==> src/rtl/parameter_bank_pkg.sv <==
// parameter_bank_pkg: MIDI message types and parameter-slot constants shared by the parameter bank
//   package MIDI      : message_t, message_type_t, controller numbers
//   package PARAMETER : PARAM_W, slot_t, PARAM_DEFAULTS, STORE_PRESET, cc_to_slot, bank_state_t
package MIDI;

    typedef enum logic [2:0] {
        NOTE_OFF, NOTE_ON, POLY_PRESSURE, CONTROL_CHANGE,
        PROGRAM_CHANGE, CHANNEL_PRESSURE, PITCH_BEND, SYSTEM
    } message_type_t;

    typedef struct packed {
        message_type_t message_type;
        logic [3:0]    channel;
        logic [6:0]    data_byte1;
        logic [6:0]    data_byte2;
    } message_t;

    localparam logic [6:0] CC_VOLUME  = 7'd7;
    localparam logic [6:0] CC_TEMPO   = 7'd14;
    localparam logic [6:0] CC_UNISON  = 7'd15;
    localparam logic [6:0] CC_ATTACK  = 7'd16;
    localparam logic [6:0] CC_DECAY   = 7'd17;
    localparam logic [6:0] CC_SUSTAIN = 7'd18;
    localparam logic [6:0] CC_RELEASE = 7'd19;

endpackage

package PARAMETER;

    import MIDI::*;

    localparam int PARAM_W = 14;

    typedef logic [PARAM_W-1:0] slot_t;

    localparam slot_t PARAM_DEFAULTS [32] = '{
        0: 14'h2000, 1: 14'h0000, 2: 14'h0400, 3: 14'h0800,
        4: 14'h3000, 5: 14'h1000, 6: 14'h2000, 7: 14'h0100,
        default: 14'h0000
    };

    localparam logic [6:0] STORE_PRESET = 7'd85;

    typedef enum logic [1:0] {IDLE, LOAD, STORE} bank_state_t;

    typedef struct packed {
        logic       hit;
        logic [4:0] slot;
    } cc_map_t;

    function automatic cc_map_t cc_to_slot(input logic [6:0] controller);
        case (controller)
            CC_TEMPO:   return '{1'b1, 5'd0};
            CC_UNISON:  return '{1'b1, 5'd1};
            CC_ATTACK:  return '{1'b1, 5'd2};
            CC_DECAY:   return '{1'b1, 5'd3};
            CC_SUSTAIN: return '{1'b1, 5'd4};
            CC_RELEASE: return '{1'b1, 5'd5};
            CC_VOLUME:  return '{1'b1, 5'd6};
            default:    return '{1'b0, 5'd0};
        endcase
    endfunction

endpackage

==> src/rtl/parameter_preset_store.sv <==
// parameter_preset_store: N_PRESETS x N_PARAMS snapshot array of 14-bit slots
//   clk_i, rst_i       : clock, synchronous active-high reset (all entries -> PARAM_DEFAULTS)
//   we_i, wr_*_i       : synchronous write port addressed by {preset, idx}
//   rd_*_i, rd_data_o  : combinational read port addressed by {preset, idx}
module parameter_preset_store
    import PARAMETER::*;
#(
    parameter int N_PARAMS  = 8,
    parameter int N_PRESETS = 4,
    localparam int IW = N_PARAMS  > 1 ? $clog2(N_PARAMS)  : 1,
    localparam int PW = N_PRESETS > 1 ? $clog2(N_PRESETS) : 1
) (
    input  logic          clk_i,
    input  logic          rst_i,
    input  logic          we_i,
    input  logic [PW-1:0] wr_preset_i,
    input  logic [IW-1:0] wr_idx_i,
    input  slot_t         wr_data_i,
    input  logic [PW-1:0] rd_preset_i,
    input  logic [IW-1:0] rd_idx_i,
    output slot_t         rd_data_o
);

    slot_t mem_q [N_PRESETS][N_PARAMS];

    always_ff @(posedge clk_i) begin
        if (rst_i) begin
            for (int p = 0; p < N_PRESETS; p++)
                for (int i = 0; i < N_PARAMS; i++)
                    mem_q[p][i] <= PARAM_DEFAULTS[i];
        end else if (we_i) begin
            mem_q[wr_preset_i][wr_idx_i] <= wr_data_i;
        end
    end

    assign rd_data_o = mem_q[rd_preset_i][rd_idx_i];

endmodule

==> src/rtl/parameter_bank.sv <==
// parameter_bank: channel-filtered MIDI CC -> parameter slots with preset store/recall
//   clock_50_000_000, reset : clock, synchronous active-high reset
//   message, message_valid  : decoded MIDI message and its one-cycle strobe
//   params                  : live slots, slot i at [14i+13:14i]
//   param_updated           : per-slot strobe, high when the new value first shows on params
//   busy                    : preset load/store walking the slots
//   dropped                 : accepted-channel message discarded because busy
// Build option: PARAMETER_BANK_CC14_EN enables 14-bit MSB/LSB controller pairs (c, c+32).
module parameter_bank
    import MIDI::*;
    import PARAMETER::*;
#(
    parameter int N_PARAMS  = 8,
    parameter int N_PRESETS = 4,
    parameter int CHANNEL   = 0,
    parameter int OMNI      = 0
) (
    input  logic                        clock_50_000_000,
    input  logic                        reset,
    input  message_t                    message,
    input  logic                        message_valid,
    output logic [N_PARAMS*PARAM_W-1:0] params,
    output logic [N_PARAMS-1:0]         param_updated,
    output logic                        busy,
    output logic                        dropped
);

    localparam int IW = N_PARAMS  > 1 ? $clog2(N_PARAMS)  : 1;
    localparam int PW = N_PRESETS > 1 ? $clog2(N_PRESETS) : 1;
    localparam logic [IW-1:0] LAST = IW'(N_PARAMS - 1);
    localparam logic [7:0]    NPRE = 8'(N_PRESETS);
    localparam logic [5:0]    NPAR = 6'(N_PARAMS);

    bank_state_t   state_q, state_d;
    logic [IW-1:0] idx_q, idx_d;
    logic [PW-1:0] preset_q, preset_d;
    slot_t         params_q [N_PARAMS];
    logic [N_PARAMS-1:0] updated_q;
    logic          dropped_q;
    logic          fire, idle, is_cc, start_store, start_load, cc_we;
    logic [IW-1:0] cc_slot;
    slot_t         cc_val, rd_data;
    cc_map_t       map;

    assign fire  = message_valid && (OMNI != 0 || message.channel == 4'(CHANNEL));
    assign idle  = state_q == IDLE;
    assign is_cc = fire && idle && message.message_type == CONTROL_CHANGE;
    assign start_store = is_cc && message.data_byte1 == STORE_PRESET
                         && {1'b0, message.data_byte2} < NPRE;
    assign start_load  = fire && idle && message.message_type == PROGRAM_CHANGE
                         && {1'b0, message.data_byte1} < NPRE;

`ifdef PARAMETER_BANK_CC14_EN
    // Controllers 32..63 are the LSB half of controller c-32 and only touch bits [6:0].
    logic lsb;
    assign lsb    = message.data_byte1[6:5] == 2'b01;
    assign map    = cc_to_slot(lsb ? {2'b00, message.data_byte1[4:0]} : message.data_byte1);
    assign cc_val = lsb ? {params_q[cc_slot][13:7], message.data_byte2} : {message.data_byte2, 7'b0};
`else
    assign map    = cc_to_slot(message.data_byte1);
    assign cc_val = {message.data_byte2, 7'b0};
`endif
    assign cc_slot = map.slot[IW-1:0];
    assign cc_we   = is_cc && map.hit && {1'b0, map.slot} < NPAR;

    always_ff @(posedge clock_50_000_000) begin
        if (reset) begin
            state_q  <= IDLE;
            idx_q    <= '0;
            preset_q <= '0;
        end else begin
            state_q  <= state_d;
            idx_q    <= idx_d;
            preset_q <= preset_d;
        end
    end

    always_comb begin
        state_d  = state_q;
        idx_d    = idx_q;
        preset_d = preset_q;
        if (idle) begin
            if (start_store || start_load) begin
                state_d  = start_store ? STORE : LOAD;
                idx_d    = '0;
                preset_d = start_store ? message.data_byte2[PW-1:0] : message.data_byte1[PW-1:0];
            end
        end else if (idx_q == LAST) begin
            state_d = IDLE;
            idx_d   = '0;
        end else begin
            idx_d = idx_q + 1'b1;
        end
    end

    always_comb busy = !idle;

    always_ff @(posedge clock_50_000_000) begin
        if (reset) begin
            for (int i = 0; i < N_PARAMS; i++) params_q[i] <= PARAM_DEFAULTS[i];
            updated_q <= '0;
            dropped_q <= 1'b0;
        end else begin
            updated_q <= '0;
            dropped_q <= fire && !idle;
            if (cc_we) begin
                params_q[cc_slot]  <= cc_val;
                updated_q[cc_slot] <= 1'b1;
            end
            if (state_q == LOAD) begin
                params_q[idx_q]  <= rd_data;
                updated_q[idx_q] <= 1'b1;
            end
        end
    end

    parameter_preset_store #(.N_PARAMS(N_PARAMS), .N_PRESETS(N_PRESETS)) u_store (
        .clk_i       (clock_50_000_000),
        .rst_i       (reset),
        .we_i        (state_q == STORE),
        .wr_preset_i (preset_q),
        .wr_idx_i    (idx_q),
        .wr_data_i   (params_q[idx_q]),
        .rd_preset_i (preset_q),
        .rd_idx_i    (idx_q),
        .rd_data_o   (rd_data)
    );

    for (genvar g = 0; g < N_PARAMS; g++) begin : g_out
        assign params[PARAM_W*g +: PARAM_W] = params_q[g];
    end

    assign param_updated = updated_q;
    assign dropped       = dropped_q;

endmodule

==> config.mk <==
export PLATFORM = sky130hd
export DESIGN_NAME = parameter_bank
export DESIGN_NICKNAME = d
export VERILOG_FILES = /design/src/rtl/parameter_bank_pkg.sv /design/src/rtl/parameter_preset_store.sv /design/src/rtl/parameter_bank.sv
export SDC_FILE = /design/constraint.sdc
export NUM_CORES = 1
export LEC_CHECK = 0
export BUFFER_PORTS_ARGS = -buffer_cell sky130_fd_sc_hd__buf_2
export CAP_MARGIN = 10
export CORE_ASPECT_RATIO = 0.9
export CORE_UTILIZATION = 50
export CTS_BUF_LIST = sky130_fd_sc_hd__clkbuf_8
export DETAILED_ROUTE_END_ITERATION = 10
export PLACE_DENSITY = 0.64
export SLEW_MARGIN = 10
export SYNTH_ARGS = -nofsm -noshare
export SYNTH_HDL_FRONTEND = slang
export SYNTH_SLANG_ARGS = --single-unit
==> constraint.sdc <==
create_clock -name clock_50_000_000 -period 3.4 [get_ports clock_50_000_000]
set_input_delay 0.68 -clock clock_50_000_000 [delete_from_list [all_inputs] [get_ports clock_50_000_000]]
set_output_delay 0.68 -clock clock_50_000_000 [all_outputs]
set_load 0.02 [all_outputs]
Word level (Yosys, flattened, before mapping)
Memories as Yosys holds them, arrays and structs flattened. A register that Yosys moved wholly into a read port is not among the register bits.
Index checks and enable logic that the tools add are counted.
- flip-flop bits (word level): 16
- RAM bits: 560
- bits of input ports: 24
- output and inout bits: 122
- logic and storage cells: 101
- memories: 2
- add/sub/neg operators: 1
- magnitude comparators: 9
- equal/unequal tests: 14
- muxes and demuxes: 45
- bitwise gates (word level): 2
- reductions and logical operators: 23
- memory list (memory ; words ; width ; read ports ; clocked after Yosys merged registers in ; write ports ; line ; text):
    u_store.mem_q ; 4 ; 112 ; 1 ; 1 ; 4 ; parameter_preset_store.sv:24 ; slot_t mem_q [N_PRESETS][N_PARAMS];
    params_q ; 8 ; 14 ; 9 ; 1 ; 8 ; parameter_bank.sv:37 ; slot_t params_q [N_PARAMS];
- operators with widths (cell ; number):
    2-to-1 mux 112 bit ; 3
    OR reduction 112 bit ; 1
    2-to-1 mux 14 bit ; 5
    binary-select mux 14 bit (select 3 bit) ; 1
    demux 14 bit (select 3 bit) ; 1
    one-hot mux 6 bit (7 select lines) ; 1
    equality test 7 x 5 -> 1 bit, second input constant ; 4
    OR reduction 14 bit ; 2
    2-to-1 mux 8 bit ; 3
    2-to-1 mux 3 bit ; 7
    2-to-1 mux 2 bit ; 8
    equality test 7 x 4 -> 1 bit, second input constant ; 2
    less-than comparator 7 x 3 -> 1 bit, second input constant ; 2
    2-to-1 mux 1 bit ; 14
    logical AND 1 bit ; 13
    less-than comparator 3 x 4 -> 1 bit, second input constant ; 2
    OR 8 bit ; 1
    equality test 7 x 3 -> 1 bit, second input constant ; 1
    equality test 7 bit, second input constant ; 1
    demux 1 bit (select 3 bit) ; 2
    equality test 3 bit, second input constant ; 2
    greater-or-equal comparator 3 x 1 -> 1 bit, second input constant ; 2
    less-than comparator 5 x 4 -> 1 bit, second input constant ; 1
    greater-or-equal comparator 4 bit, second input constant ; 1
    13 further kinds ; 14

Logic depth before layout (Yosys ltp)
Gate-level depths: netlist of the first run.
- depth in word-level cells: 12
- mapped depth: 10
- mapped depth without buffers: 7

Hierarchy
A second synthesis of the first run with hierarchy kept.
- cells, all modules: 1986
- area total of the unflattened synthesis: 26899.5 µm²
- by module, submodules not included (module ; times used ; cells each ; area each (µm²) ; sequential area each (µm²)):
    parameter_preset_store ; 1 ; 1558 ; 20917.6 ; 13452.9
    parameter_bank ; 1 ; 428 ; 5982.0 ; 3743.6

Least setup slack after synthesis of the first run
Ideal clock, no wire load.
- path kind: input-to-reg
- start: in message[13] (netlist bit)
- end: mem params_q[3][0] (netlist bit) (enable)
- setup time: 0.371 ns
- arrival time: 2.184 ns
- required time: 3.029 ns
- slack: 0.845 ns
- stages on the path: 6
- path buffers: 0
- path through: nor2_1 nand2_1 or3_1 o21ai_0 nand2_1 nand2b_1
- RTL lines (element ; line ; text):
    from (decl) ; parameter_bank.sv:20 ; input message_t message,
    to (decl) ; parameter_bank.sv:37 ;

==> results.cfg, run 1 <==
[outcome]
outcome = completed

[route]
first_pass_iters = 5
drt_wl_total_um = 75300
post_drt_via_cell_ratio = 6.08
drc_errors = 0
drt_iter0_drc = 2305
antenna_left = 0
dr_total_vias = 17000
wire_per_inst_um = 26.9

[sta]
hold_viol = 0
worst_pin_slew_ns = 0.980
finClkSkew_ns = 0.0369
layout_min_cycle_time_ns = 3.14
drv_slew = 0
tns_ns = 0
setup_viol = 0
setup_ws_ns = 0.262
rsz0062_at_grt = no
timing.final.crit_share_pct = 92.3
max_freq_mhz = 319
relSlewSlack_pct = 34.7

[synth]
ys_seq_area_share_pct = 68.0
synth-main-ff-cell = edfxtp_1
netlist_instances = 1798
synth_area_sq_um = 25300
ys_ff_latch = 581
async_reset_ff_share_pct = 0
synth-edff-count = 560
ys_types = 55
synth_nets = 1824
yosysWarnings = 0
syn_area_per_cell_sq_um = 14.1

[setup_path]
cp_max_fo = 29
critPathLaunchType = register
critical_path_class = reg -> reg
rrSetupSlack_ns = 0.26
cp.arrival_ns = 3.58
end_kind = register
required_ns = 3.84

[die]
io-pin-count = 146
core_area_sq_um = 49600
dieArea_sq_um = 51600
fp.dieW_um = 239
initial_utilization_pct = 51.1
die_y_um = 216
rows = 77

[cells_and_area]
regArea_sq_um = 17200
fillers = 3869
area_growth_pct = 17.2
nNetsFinal = 2072
multi_input_area_sq_um = 7530
drive_gt1_share_pct = 27.4

[placement]
io_buffers = 145
place.gp.congestion = 0.932
post-place-ws_ns = 0.422
dp_hpwl_um = 49700

[cts]
clock-root-buffer = clkbuf_8
ctsHoldBuffers = 0
postCtsResizedCells = 0
clock_latency_ns = 0.70
clkTransAtPathRegs_ns = 0.06
cts_buffers = 92
cts_max_path_buffers = 3
cts_tree = built
cts_setup_buffers = 0
cts_sinks = 581
htree_levels = 3

[global_route]
grt_max_degree = 44
grt_overflow = 0
grt_pass1_wl_um = 110000
antenna_found_initial = 1
grt_pass1_vias = 16600
grt_usage_pct = 29.7

[worst_hold_path]
hold_path.class = in -> reg

[pwr]
pwr-share-comb_pct = 4.4
pwr-share-seq_pct = 55.0
power_density_nw_per_um2 = 497
p_sw_uw = 3400
clockPowerShare_pct = 40.6
peakVddDrop_v = 0.000341
leakage_uw = 0.0103
intPower_uw = 11400
swShare_pct = 23.0

[run]
drv_cap = 0
==> final cells by class <==
| class | instances | area share [%] |
|---|---|---|
| Timing Repair Buffer | 306 | 7.44 |
| Multi-Input combinational cell | 1054 | 25.4 |
| Sequential cell | 581 | 58.1 |
| Inverter | 11 | 0.139 |
| Tap cell | 671 | 2.83 |
| Clock buffer | 97 | 4.50 |
| Antenna cell | 1 | 0.00843 |
| Clock inverter | 74 | 1.66 |
==> per-layer routing <==
metal  GRT usage, %  share of wire, %
met5              0                 0
met4           8.95               2.6
met3           6.91                11
met2           44.3                46
met1           43.6                40
==> sequential cells by signal (all words and copies together), names as in the netlist, named ones only <==
| register | count |
|---|---|
| dropped | 1 |
| idx_q | 3 |
| param_updated | 8 |
| params_q | 112 |
| preset_q | 2 |
| state_q | 2 |
| u_store.mem_q | 448 |
==> stage by stage <==
stage	cell area (sq um)	hold WS (ns)	util [%]	total power (uW)	std cells
detailed placement	27900	0.580	56.2	8900	2623
global placement	27900	0.560	56.2	8890	2623
finish	29700	0.321	59.9	14800	2795
CTS	29700	0.275	59.8	14800	2794
floorplan	25300	0.510	-	8550	1798
global route	29700	0.299	59.8	15200	2794
==> synth_stat cells, types with 3 or more instances <==
library cell  number  share of area [%]
nand3_1           46               0.91
edfxtp_1         560                 66
nor2_2             4              0.099
mux4_2           115                 10
nor2_1           531                7.9
a31oi_1            8               0.20
nor3_1            37               0.73
mux2i_1           59                2.3
buf_1              4              0.059
nand3b_1           4               0.12
a22o_1             3               0.10
buf_2             79                1.6
buf_6              5               0.22
and3_1             4              0.099
mux2_2             3               0.13
dfxtp_1           21                1.7
nand4_1           12               0.30
nor2b_1            7               0.17
mux4_1             3               0.31
o21ai_0           19               0.38
buf_4              4               0.12
nand4b_1           5               0.17
o32ai_1            3               0.10
a211oi_1           4               0.12
o21a_1             3              0.089
o22ai_1           10               0.25
clkbuf_1          60               0.89
inv_1             11               0.16
nand2_1           59               0.87
a21oi_1            5              0.099
and2_1             4              0.099
a22oi_1           34                1.0
nand2b_1          45                1.1
==> layout by cell type (no fill, tap or decap), types with 10 or more instances in the layout <==
cell type / n
buf_4: 139
nor3_1: 36
o22ai_1: 10
inv_1: 41
buf_12: 22
dfxtp_1: 17
nand3_1: 46
nand2_1: 59
a22oi_1: 34
clkinv_1: 17
mux2i_4: 14
mux4_2: 115
edfxtp_1: 560
mux2i_1: 45
nand4_1: 12
nor2_1: 531
clkinv_2: 15
clkbuf_8: 97
o21ai_0: 19
buf_2: 145
nand2b_1: 45
==> worst max-delay path: stages, from the launching register on <==
cell and delay (ns):
dfxtp_4 0.76, buf_4 0.28, mux4_2 0.55, a22oi_1 0.67
nand4_1 0.20, nand2_1 0.29, nor2_1 0.09
==> cells by family (layout without fill, tap and decap cells) <==
group / after synthesis / count (layout) / share of synthesized area, %
muxes: 180 / 180 / 13.0
DFF: 581 / 581 / 68.0
buffers and inverters: 163 / 488 / 3.01
AOI/OAI and AO/OA: 95 / 95 / 2.65
adders and majority gates: 2 / 2 / 0.0987
other: 0 / 1 / 0
and+or+nand+nor: 777 / 777 / 13.2
==> power by group through the flow <==
stage	registers (uW)	logic (uW)	clock network, uW
floorplan	8280	266	0
detailed placement	8260	640	0
global placement	8250	635	0
finish	8110	649	6000
global route	8120	672	6380
CTS	8110	644	6060
==> worst paths after layout <==
| check | start | endpoint | cells after the start |
|---|---|---|---|
| min | reset | state_q[0] | 2 |
| min reg2reg | state_q[0] | state_q[0] | 2 |
| max | register | params_q[0][1] | 6 |
| max reg2reg | register | params_q[0][1] | 6 |
Power figures use the tool's default switching activity.
==> run 2: changes to the inputs <==
--- a/config.mk
+++ b/config.mk
@@ -8,10 +8,10 @@
 export BUFFER_PORTS_ARGS = -buffer_cell sky130_fd_sc_hd__buf_2
 export CAP_MARGIN = 10
 export CORE_ASPECT_RATIO = 0.9
-export CORE_UTILIZATION = 50
+export CORE_UTILIZATION = 44
 export CTS_BUF_LIST = sky130_fd_sc_hd__clkbuf_8
 export DETAILED_ROUTE_END_ITERATION = 10
-export PLACE_DENSITY = 0.64
+export PLACE_DENSITY = 0.6
 export SLEW_MARGIN = 10
 export SYNTH_ARGS = -nofsm -noshare
 export SYNTH_HDL_FRONTEND = slang
==> constraint.sdc (replaced) <==
create_clock -name clock_50_000_000 -period 2.63 [get_ports clock_50_000_000]
set_input_delay 0.526 -clock clock_50_000_000 [delete_from_list [all_inputs] [get_ports clock_50_000_000]]
set_output_delay 0.526 -clock clock_50_000_000 [all_outputs]
set_load 0.02 [all_outputs]
==> run 2 against run 1 <==
Net effect: clock-buffer cell count increased by 1; core utilization decreased by 6.3 points; sequential cell count unchanged; non-clock buffer count increased by 62; die area increased by 14%; highest routed layer is now met5; routed wire length increased by 1.1%; clock skew decreased by 0.0063 ns; maximum frequency increased by 23%; register-to-register slack got worse by 0.18 ns; critical path type unchanged; clock power increased by 17%.
==> results.cfg, run 2 (synthesis gave the netlist of run 1 again) <==
[pwr]
swShare_pct = 23.1
pwr-share-seq_pct = 57.0
leakage_uw = 0.0107
pwr-share-comb_pct = 5.0
power_density_nw_per_um2 = 603
intPower_uw = 14100
p_sw_uw = 4260
clockPowerShare_pct = 38.1
peakVddDrop_v = 0.000374

[outcome]
outcome = completed

[die]
die_y_um = 230
initial_utilization_pct = 44.5
rows = 83
fp.dieW_um = 255
core_area_sq_um = 57000
dieArea_sq_um = 58600
io-pin-count = 146

[setup_path]
cp_max_fo = 12
end_kind = register
cp.arrival_ns = 2.99
critPathLaunchType = register
required_ns = 3.07
critical_path_class = reg -> reg
rrSetupSlack_ns = 0.08

[placement]
dp_hpwl_um = 51000
post-place-ws_ns = 0.0532
io_buffers = 145
place.gp.congestion = 0.919

[route]
drc_errors = 0
route.met2.wl_um = 35700
dr_total_vias = 17100
wl_met3_um = 7310
post_drt_via_cell_ratio = 5.80
drt_wl_total_um = 76000
first_pass_iters = 5
top_layer_used = met5
wire_per_inst_um = 25.9
antenna_left = 0
m1WireLength_um = 30800
drt_iter0_drc = 2055

[cells_and_area]
final_cell_mix = 560 x edfxtp_1, 531 x nor2_1, 165 x buf_4
nNetsFinal = 2136
area_growth_pct = 20.5
mostFrequentLayoutCell = edfxtp_1
postLayoutCoreUtil_pct = 53.5
largest_reg_flops = 448
drive_gt1_share_pct = 29.1
largest_register = u_store.mem_q

[global_route]
antenna_found_initial = 2
grt_max_degree = 41
grt_overflow = 0
grt_usage_pct = 26.2
grt_pass1_wl_um = 110000
grt_pass1_vias = 16500

[sta]
rsz0062_at_grt = no
timing.final.crit_share_pct = 96.8
layout_min_cycle_time_ns = 2.55
holdWs_ns = 0.163
max_freq_mhz = 393
hold_viol = 0
worst_pin_slew_ns = 0.729
relSlewSlack_pct = 51.2
setup_ws_ns = 0.0836
setup_viol = 0
drv_slew = 0
tns_ns = 0
finClkSkew_ns = 0.0306

[cts]
cts_buffers = 94
cts_max_path_buffers = 3
clock_latency_ns = 0.70
htree_levels = 3
clock-root-buffer = clkbuf_8
clkTransAtPathRegs_ns = 0.06
cts_sinks = 581
cts_tree = built

[worst_hold_path]
hold_path.class = in -> reg

[run]
drv_cap = 0
-- run 2: per-stage QoR --
stage	power, uW	cells	area (sq um)
floorplan	11100	1798	25300
global placement	11600	2778	28900
detailed placement	11600	2778	28900
CTS	18500	2939	30500
global route	18900	2941	30500
finish	18400	2941	30500
-- run 2: power groups by stage --
stage / registers (uW) / logic [uW] / clock network [uW]
floorplan: 10700 / 344 / 0
detailed placement: 10700 / 902 / 0
finish: 10500 / 912 / 7010
global placement: 10700 / 896 / 0
CTS: 10500 / 905 / 7080
global route: 10500 / 943 / 7490
-- run 2: worst max-delay path, cell delays in order, from the launching register on --
cell and delay [ns]:
dfxtp_4 0.44, buf_4 0.18, buf_4 0.19, mux4_2 0.60, a22oi_1 0.30, nand4_1 0.20
nand2_1 0.18, buf_12 0.15, nor2_1 0.04
-- run 2: routing by layer --
metal  GRT usage, %  up-vias
met3           5.64      146
li1               -     7265
met2           40.5      938
met5              0        -
met1           37.0     8714
met4           8.55        2
-- run 2: layout make-up --
class / instances / area (sq um)
diodes: 1 / 2.50
clock buffers: 98 / 1350
clock inverters: 63 / 282
fillers: 4723 / 26500
inverters: 11 / 41.3
multi-input cells: 1054 / 7530
flip-flops and latches: 581 / 17200
well taps: 765 / 957
repair buffers: 368 / 3130
-- run 2: what timing repair did --
item                                    CTS  global route
endpoints found under the setup margin    0            12
setup buffers                             0             1
gates resized for setup                   0             1
hold buffers                              0             0
-- run 2: final timing paths --
| kind | start | to | cells past startpoint |
|---|---|---|---|
| worst max-delay path | register | params_q[4][3] | 8 |
| worst min-delay path | message_valid | dropped | 3 |
| worst max register to register | register | params_q[4][3] | 8 |
| worst min register to register | state_q[0] | state_q[0] | 2 |
